File: src/rtl/vga_fb_arbiter.sv
// -----------------------------------------------------------------------------
// vga_fb_arbiter
//
// Shares one single-port framebuffer RAM between the VGA scanout pixel fetch
// and a writer port (CPU or pattern generator). Scanout has priority. A
// bounded-wait counter forces a writer slot once the writer has waited
// MAX_WAIT cycles, so writes still make progress during long active-video
// runs. Every memory-side output is registered.
//
// Timing, with the decision made in cycle N from cycle-N inputs:
//   N+1 : RAM command on mem_* (read or write), wr_ack for a write grant,
//         disp_miss if a forced writer slot displaced a scanout request
//   N+2 : disp_valid / disp_rdata for a scanout read
//
// Parameters:
//   ADDR_W   framebuffer address width (default 15)
//   DATA_W   framebuffer data width (default 8)
//   MAX_WAIT writer wait cycles before a forced grant, 1..255 (default 16)
//
// Ports:
//   clk          system clock
//   rst          asynchronous, active-high reset
//   disp_req     scanout read request, single-cycle
//   disp_addr    scanout read address, valid with disp_req
//   disp_valid   disp_rdata valid
//   disp_rdata   scanout read data, holds its last value while disp_valid=0
//   disp_miss    scanout request displaced by a forced writer slot
//   wr_req       writer request, held until wr_ack
//   wr_addr      writer address
//   wr_data      writer data
//   wr_ack       write committed, one-cycle pulse
//   mem_en       RAM enable
//   mem_we       RAM write enable
//   mem_addr     RAM address (holds when idle)
//   mem_wdata    RAM write data (holds when not writing)
//   mem_rdata    RAM read data, valid one cycle after a read command
//
// Optional feature, enabled by defining VGA_FB_ARB_STATS_EN:
//   stats_clr    synchronous clear of miss_count (wins over an increment)
//   miss_count   saturating 16-bit count of disp_miss pulses
// -----------------------------------------------------------------------------
module vga_fb_arbiter #(
  parameter int ADDR_W   = 15,
  parameter int DATA_W   = 8,
  parameter int MAX_WAIT = 16
) (
  input  logic              clk,
  input  logic              rst,
  input  logic              disp_req,
  input  logic [ADDR_W-1:0] disp_addr,
  output logic              disp_valid,
  output logic [DATA_W-1:0] disp_rdata,
  output logic              disp_miss,
  input  logic              wr_req,
  input  logic [ADDR_W-1:0] wr_addr,
  input  logic [DATA_W-1:0] wr_data,
  output logic              wr_ack,
  output logic              mem_en,
  output logic              mem_we,
  output logic [ADDR_W-1:0] mem_addr,
  output logic [DATA_W-1:0] mem_wdata,
  input  logic [DATA_W-1:0] mem_rdata
`ifdef VGA_FB_ARB_STATS_EN
  ,
  input  logic              stats_clr,
  output logic [15:0]       miss_count
`endif
);

  localparam logic [7:0] WAIT_LIMIT = 8'(MAX_WAIT);

  logic [7:0]        wait_cnt;
  logic              rd_pend;
  logic [DATA_W-1:0] rdata_hold;

  logic cand_wr;
  logic forced;
  logic grant_wr;
  logic grant_disp;

  // A request still held during its own ack cycle is the completed write,
  // not a new one, so it is masked out of the candidate set.
  always_comb begin
    cand_wr    = wr_req & ~wr_ack;
    forced     = cand_wr & (wait_cnt == WAIT_LIMIT);
    grant_wr   = cand_wr & (~disp_req | forced);
    grant_disp = disp_req & ~forced;
  end

  // Bounded-wait counter: counts cycles a candidate writer was passed over.
  // During the ack cycle wr_req may still be high but the writer is not a
  // candidate, so the counter simply holds (it was cleared by the grant).
  always_ff @(posedge clk or posedge rst) begin
    if (rst) begin
      wait_cnt <= 8'd0;
    end else if (!wr_req || grant_wr) begin
      wait_cnt <= 8'd0;
    end else if (cand_wr && (wait_cnt != WAIT_LIMIT)) begin
      wait_cnt <= wait_cnt + 8'd1;
    end
  end

  // RAM command stage.
  always_ff @(posedge clk or posedge rst) begin
    if (rst) begin
      mem_en    <= 1'b0;
      mem_we    <= 1'b0;
      mem_addr  <= '0;
      mem_wdata <= '0;
      wr_ack    <= 1'b0;
      disp_miss <= 1'b0;
      rd_pend   <= 1'b0;
    end else begin
      mem_en    <= grant_wr | grant_disp;
      mem_we    <= grant_wr;
      wr_ack    <= grant_wr;
      disp_miss <= forced & disp_req;
      rd_pend   <= grant_disp;
      if (grant_wr) begin
        mem_addr  <= wr_addr;
        mem_wdata <= wr_data;
      end else if (grant_disp) begin
        mem_addr  <= disp_addr;
      end
    end
  end

  // Read return stage. The RAM data only exists during the cycle after the
  // read command, so disp_rdata passes it straight through while valid and
  // otherwise shows the last returned pixel from the hold register.
  always_ff @(posedge clk or posedge rst) begin
    if (rst) begin
      disp_valid <= 1'b0;
      rdata_hold <= '0;
    end else begin
      disp_valid <= rd_pend;
      if (disp_valid) begin
        rdata_hold <= mem_rdata;
      end
    end
  end

  assign disp_rdata = disp_valid ? mem_rdata : rdata_hold;

`ifdef VGA_FB_ARB_STATS_EN
  always_ff @(posedge clk or posedge rst) begin
    if (rst) begin
      miss_count <= 16'd0;
    end else if (stats_clr) begin
      miss_count <= 16'd0;
    end else if (disp_miss && (miss_count != 16'hFFFF)) begin
      miss_count <= miss_count + 16'd1;
    end
  end
`endif

endmodule
File: config.mk
export PLATFORM = sky130hd
export DESIGN_NAME = vga_fb_arbiter
export DESIGN_NICKNAME = d
export VERILOG_FILES = /design/src/rtl/vga_fb_arbiter.sv
export SDC_FILE = /design/constraint.sdc
export NUM_CORES = 1
export LEC_CHECK = 0
export ABC_AREA = 1
export CORE_ASPECT_RATIO = 1.4
export CORE_MARGIN = 2
export CORE_UTILIZATION = 38
export DETAILED_ROUTE_END_ITERATION = 12
export PLACE_DENSITY_LB_ADDON = 0.08
export SYNTH_ARGS = -nofsm -noshare
export SYNTH_HDL_FRONTEND = slang
export SYNTH_SLANG_ARGS = --single-unit
File: constraint.sdc
create_clock -name clk -period 1.4 [get_ports clk]
set_input_delay 0.28 -clock clk [delete_from_list [all_inputs] [get_ports clk]]
set_output_delay 0.28 -clock clk [all_outputs]
set_load 0.02 [all_outputs]
* Word level (Yosys, flattened, before mapping)
Cells that the tools add are included.
** Operators by class
- Muxes and demuxes :: 5
- Add/sub/neg operators :: 1
- Reduce and logical (&&, ||, !) cells :: 5
- Equal/unequal tests :: 2
- Bitwise operators :: 10
** Operators with widths (count)
- 2-to-1 mux 15 bit :: 2
- 2-to-1 mux 8 bit :: 3
- adder 8 x 1 -> 8 bit, second input constant :: 1
- == test 8 x 5 -> 1 bit, second input constant :: 1
- != test 8 x 5 -> 1 bit, second input constant :: 1
- bitwise AND 1 bit :: 5
- nonzero test 2 bit :: 2
- NOT 1 bit :: 3
- OR 1 bit :: 2
- logical AND 1 bit :: 1
- logical NOT 1 bit :: 1
- logical OR 1 bit :: 1
** Word-level totals
- Input bits :: 50
- Output and inout port bits :: 36
- Flip-flop bits (word level) :: 44

* Longest topological paths before layout
Gate-level depths: netlist of the first run.
- Word-level depth :: 7
- Mapped depth :: 9
- Gate-level depth less buffers :: 9

* Least setup slack after synthesis of the first run
Ideal clock, no wire load.
- Kind :: register to output
- Start :: register disp_valid
- End :: output disp_rdata[0]
- Data arrival time :: 1.167 ns
- Required time :: 1.120 ns
- Setup slack :: -0.047 ns
- Stages on the path, launching flop included :: 3
- Cells stage by stage :: dfrtp_1 -> clkbuf_1 -> mux2_2
** Between the ends
- Cells in the longest elaborated chain, start to end :: 1
** RTL lines
- start, declared :: line 51 : output logic disp_valid,
- start signal, assigned :: line 136 : disp_valid <= rd_pend;
- 2-to-1 mux 8 bit :: line 143 : assign disp_rdata = disp_valid ? mem_rdata : rdata_hold;
- end, declared :: line 52 : output logic [DATA_W-1:0] disp_rdata,
Every way passes these cells.

* Final worst setup path of the first run
- Start :: register disp_valid
- End :: output disp_rdata[7]
The elaborated chain is that of the path after synthesis.

==> out/qor.yml, run 1 <==
final_layout:
  utilization_pct: 70.0
  areaGrowthSynthToFinish_pct: 76.3
  drive_gt1_share_pct: 33.9
  design_area_um2: 3640
  nNetsFinal: 406
  num_antenna_cells: 0
routing:
  routed_wirelength_um: 5610
  wire_per_inst_um: 13.4
  drc: 0
  vias: 1962
  ant_nets: 0
  drt-initial-drc-count: 83
  drt_pass1_iterations: 4
  vias_per_cell: 4.67
power:
  power_density_nw_per_um2: 871
  power.leakage_nw: 1.78
  max-vdd-ir-drop_mv: 0.689
critical_path:
  path_cells: "buf_12 > mux2_2 > buf_4"
  crit_family: "flip-flops"
  cp_max_fo: 9
  arrival_ns: 1.31
  critPathRequiredTime_ns: 1.12
  critPathKind: "reg2out"
  crit_buf_inv: 2
  slowest_stage: "dfrtp_1"
  cp-end-kind: "output pin"
  cp-start-kind: "flip-flop"
  slowest_delay_ns: 0.38
clock_tree:
  cts_inserted_buffers: 5
  clock_latency_ns: 0.30
  cts_num_sinks: 44
  cts_tree: "built"
  cts-root-buf: "clkbuf_8"
  clk_pin_slew_worst_paths_ns: 0.08
  htreeDepth: 2
  clockBufferDepth: 2
sta:
  worst_pin_slew_ns: 0.265
  finalClockSkew_ns: 0.00750
  setup_viol: 24
  relSlewSlack_pct: 82.3
  fin_crit_sh_pct: 114
  finalCriticalPeriod_ns: 1.59
  layout_setup_ws_ns: -0.194
  rsz0062_at_grt: "yes"
  achievable-frequency_mhz: 627
  maxSlewViolCount: 0
  hold_viol: 0
floorplan:
  io_pins: 86
  die_y_um: 91.2
  die-area_um2: 6040
  floorplan.core_area_um2: 5200
  rows: 31
  die_w_um: 66.3
  initial_core_util_pct: 39.7
synth:
  ys_seq_area_share_pct: 53.4
  synth_cell_type_count: 20
  netlist_top_cells_area: "dfrtp_1 53%, nand2_1 13%, nand3_1 8.3%, inv_1 5.1%, nor2_1 4.7%"
  netlist.top_cell.by_area: "dfrtp_1"
  synth_top_area_share_pct: 53.4
  synthXorXnorAreaFrac_pct: 1.70
  synth_fa_ha_area_share_pct: 1.21
  synth_compound_area_share_pct: 3.28
  synth_fp_nets: 295
  synthCells: 243
  syn-cell-area_um2: 2060
  synth.area.mux_share_pct: 4.37
  synth_area_per_cell_um2: 8.49
  ys_warn_count: 0
  ys_seq_elements: 44
  synth_top_family_by_area: "simple AND/OR/NAND/NOR gates"
  synthSimpleGateAreaFrac_pct: 27.5
outcome:
  status: "finished, violations left"
  violations: "negative setup slack"
placed_design:
  dp_hpwl_um: 3780
  port_buffers: 85
  dpl_cell_area_um2: 3180
  gp_routability_congestion: 0.785
global_routing:
  grt_pass1_wl_um: 8990
  grt_use_total_pct: 19.0
  grt_overflow_total: 0
  antenna_found_initial: 0
  grt_pass1_vias: 1981
  grt_max_degree: 21
min_path:
  hold_path.class: "in2async"
flow_run:
  drv_cap: 0
[final timing paths]
| path | start | to | slack, ns | cells after the start |
|---|---|---|---|---|
| max reg2reg | wait_cnt[1] | mem_addr[11] | -0.05 | 9 |
| max in group asynchronous | rst | wait_cnt[2] | 0.77 | 3 |
| min reg2reg | rd_pend | disp_valid | 0.36 | 0 |
| min | rst | rdata_hold[1] | 0.23 | 2 |
| max | disp_valid | disp_rdata[7] | -0.19 | 3 |
| min in group clk | rd_pend | disp_valid | 0.36 | 0 |
[metal layers]
metal	global-route usage, %	wire length [um]	vias up
met3	4.21	270	9
met1	23.4	2260	926
met4	5.10	93	0
li1	-	-	978
met5	0	0	-
met2	32.9	2990	49
[cells in the final DEF, fill, tap and decap left out, types with 2 or more instances in the layout]
cell             Yosys  layout
dfrtp_1             44      43
inv_2                4       7
nor2_4               0       3
ha_4                 0       2
nand3_2              0      24
dlygate4sd2_1        0      28
nand2_1             71      47
buf_2                3       6
nor2_1              26      22
nand2_4              0      12
xor2_1               3       3
o21ai_0              4       3
nand3_1             34       7
buf_6                1       9
buf_12               0       7
inv_1               28      25
nand2_2              1      13
nand3_4              0       3
clkbuf_8             0       5
buf_4                3      12
clkdlybuf4s50_1      0      49
o22ai_1              5       5
mux2_2               8       8
nor2_2               1       2
[power breakdown]
group | switching [mW] | internal [mW] | leakage [nW] | total (mW)
sequential | 0.0700 | 1.39 | 0.543 | 1.46
clock | 0.425 | 0.338 | 0.0400 | 0.763
combinational | 0.483 | 0.464 | 1.19 | 0.946
[cell type report]
| cell class | count | area [um2] |
|---|---|---|
| Tap cell | 66 | 82.6 |
| Multi-Input combinational cell | 158 | 1110 |
| Clock buffer | 5 | 68.8 |
| Clock inverter | 2 | 12.5 |
| Inverter | 32 | 120 |
| Sequential cell | 44 | 1100 |
| Fill cell | 440 | 1560 |
| Timing Repair Buffer | 113 | 1140 |
[state kept, by name, indices dropped and copies added (netlist names)]
| register | count |
|---|---|
| disp_miss | 1 |
| disp_valid | 1 |
| mem_addr | 15 |
| mem_en | 1 |
| mem_wdata | 8 |
| mem_we | 1 |
| rd_pend | 1 |
| rdata_hold | 8 |
| wait_cnt | 8 |
[cell usage after synthesis, drive strengths merged]
cell     n
o22ai    5
xnor2    1
nand3   34
xor2     3
ha       2
mux2     8
o21ai    5
nor2    28
nand2   72
clkbuf   2
dfrtp   44
inv     32
buf      7
[metrics by stage]
| stage | TNS [ns] | setup WS, ns | power (mW) | hold slack (ns) | instances |
|---|---|---|---|---|---|
| finish | -2.04 | -0.194 | 3.17 | 0.225 | 420 |
| global route | -3.59 | -0.242 | 3.34 | 0.247 | 420 |
| CTS | -2.18 | -0.214 | 3.10 | 0.227 | 419 |
| detailed placement | -7.90 | -0.387 | 2.37 | 0.336 | 404 |
| global placement | -7.40 | -0.370 | 2.35 | 0.334 | 404 |
| floorplan | 0 | 0.0529 | 1.86 | 0.331 | 243 |
[timing repair]
item	4_1_cts	5_1_grt
setup endpoints to repair	52	38
pin swaps	18	25
gates resized for setup	88	67
buffers inserted	8	4
cloned	1	1
hold buffers	0	0
[cell families after synthesis]
family	count (synthesis)
AOI/OAI and AO/OA	10
and+or+nand+nor	134
DFF	44
xor gates and xnor gates	4
muxes	8
buffers and inverters	41
adders and majority gates	2
No activity file was read; power rests on OpenSTA's default activity.
==> run 2: changes to the inputs <==
--- a/config.mk
+++ b/config.mk
@@ -10,6 +10,7 @@
 export CORE_MARGIN = 2
 export CORE_UTILIZATION = 38
 export DETAILED_ROUTE_END_ITERATION = 12
+export GPL_ROUTABILITY_DRIVEN = 0
 export PLACE_DENSITY_LB_ADDON = 0.08
 export SYNTH_ARGS = -nofsm -noshare
 export SYNTH_HDL_FRONTEND = slang
==> results of run 2 <==
The final DEF is identical to that of run 1; final timing and power are the same.
==> run 3: changes to the inputs <==
==> constraint.sdc (replaced) <==
create_clock -name clk -period 1.4 [get_ports clk]
set_input_delay 0.28 -clock clk [delete_from_list [all_inputs] [get_ports clk]]
set_output_delay 0.28 -clock clk [all_outputs]
set_load 0.05 [all_outputs]
==> out/qor.yml, run 3 (same netlist as run 1, synthesis figures left out) <==
global_routing:
  grt_max_degree: 32
  grt_overflow_total: 0
  grt_pass1_vias: 1988
  grt_use_total_pct: 20.0
  antenna_found_initial: 0
  grt_pass1_wl_um: 9410
min_path:
  hold_path.class: "in2async"
sta:
  achievable-frequency_mhz: 613
  setup_viol: 32
  hold_viol: 0
  maxSlewViolCount: 0
  fin_crit_sh_pct: 116
  relSlewSlack_pct: 78.7
  holdWs_ns: 0.208
  finalCriticalPeriod_ns: 1.63
  worst_pin_slew_ns: 0.319
  layout_setup_ws_ns: -0.230
  finalClockSkew_ns: 0.00642
  rsz0062_at_grt: "yes"
  finalSetupTns_ns: -3.83
final_layout:
  regMostFlops: "mem_addr"
  largest_reg_flops: 15
  final_common_cell: "nand2_1"
  num_antenna_cells: 0
  nNetsFinal: 405
  regArea_um2: 1100
  design_area_um2: 4110
  areaGrowthSynthToFinish_pct: 99.3
  n_fill_cell: 319
  final_cell_mix: "50 x nand2_1, 49 x clkdlybuf4s50_1, 42 x buf_12, 41 x dfrtp_1, 24 x inv_1"
  multi_input_area_um2: 1130
  drive_gt1_share_pct: 41.8
floorplan:
  io_pins: 86
  die_w_um: 66.3
  rows: 31
  floorplan.core_area_um2: 5200
  initial_core_util_pct: 39.7
  die-area_um2: 6040
  die_y_um: 91.2
placed_design:
  dp_hpwl_um: 3920
  port_buffers: 85
  dpl_cell_area_um2: 3480
power:
  p_sw_mw: 1.34
  share_comb_of_total_power_pct: 39.1
  p_total_mw: 4.07
  internal_power_mw: 2.73
  power.leakage_nw: 1.95
  power_density_nw_per_um2: 990
  seq_power_share_pct: 37.2
  max-vdd-ir-drop_mv: 0.776
  p_clk_share_pct: 23.7
  switching_share_pct: 33.0
outcome:
  status: "finished, violations left"
  violations: "negative setup slack"
critical_path:
  r2r_start: "wait_cnt[3]"
  cp_max_fo: 9
  cp-end-kind: "output pin"
  arrival_ns: 1.35
  crit_start: "disp_valid"
  cp-start-kind: "flip-flop"
  critPathRequiredTime_ns: 1.12
  critPathKind: "reg2out"
clock_tree:
  cts_inserted_buffers: 5
  clockBufferDepth: 2
  cts-root-buf: "clkbuf_8"
  clk_pin_slew_worst_paths_ns: 0.08
  htreeDepth: 2
  cts_hold_buf: 0
  cts_tree: "built"
  clock_latency_ns: 0.29
  cts_num_sinks: 44
routing:
  wire_per_inst_um: 15.3
  drt_pass1_iterations: 4
  drt-initial-drc-count: 142
  vias: 2034
  ant_nets: 0
  routed_wirelength_um: 6440
  vias_per_cell: 4.84
  drc: 0
flow_run:
  drv_cap: 0
[run 3: changes by cell type in the layout (fill, tap and decap cells not counted), sizes merged]
cell	previous run	this run
dlygate4sd2	28	0
buf	35	61
clkbuf	6	8
bufinv	0	1
clkinvlp	1	0
[run 3: critical path: stages, from the launching register on]
cell	delay (ns)
dfrtp_2	0.43
buf_12	0.15
mux2_4	0.32
buf_12	0.15
[run 3: per-stage QoR]
| step | cells | utilization, % | setup WS (ns) |
|---|---|---|---|
| after global placement | 398 | 66.9 | -0.138 |
| final | 420 | 79.1 | -0.230 |
| after detailed placement | 398 | 66.9 | -0.208 |
| after global routing | 420 | 79.1 | -0.260 |
| after floorplan | 243 | - | -0.00508 |
| after CTS | 415 | 71.9 | -0.229 |
[run 3: worst paths after layout]
kind	end	slack (ns)	cells past startpoint
worst max-delay path	disp_rdata[7]	-0.23	3
worst min-delay path	rdata_hold[5]	0.21	2
worst max register to register	mem_addr[4]	-0.12	9
worst min register to register	disp_valid	0.35	0
max in group asynchronous	mem_we	0.76	3
min in group clk	disp_valid	0.35	0
[run 3: power groups by stage]
stage,combinational (mW),clock (mW),sequential (mW)
floorplan,0.351,0,1.80
global placement,1.40,0,1.53
detailed placement,1.42,0,1.54
CTS,1.48,0.991,1.51
global route,1.66,1.04,1.53
finish,1.59,0.964,1.51
[run 3: final cells by class]
class | instances | share of cell area (%)
Clock buffer | 6 | 1.77
Sequential cell | 44 | 26.9
Multi-Input combinational cell | 158 | 27.5
Inverter | 32 | 2.92
Tap cell | 66 | 2.01
Clock inverter | 2 | 0.852
Timing Repair Buffer | 112 | 38.0
[run 3: timing repair]
action                                 4_1_cts  5_1_grt
setup endpoints to repair                   23       33
pin swaps                                    6       23
setup buffers                                8        4
gates resized for setup                     14       69
cloned                                       1        3
endpoints found under the hold margin        0        0
[run 3: per-layer routing]
layer | up-vias | global-route usage (%) | part of all wire (%)
li1 | 972 | - | -
met1 | 983 | 26.1 | 38
met2 | 65 | 32.8 | 54
met3 | 14 | 3.47 | 4.8
met4 | 0 | 7.65 | 2.9
met5 | - | 0 | 0
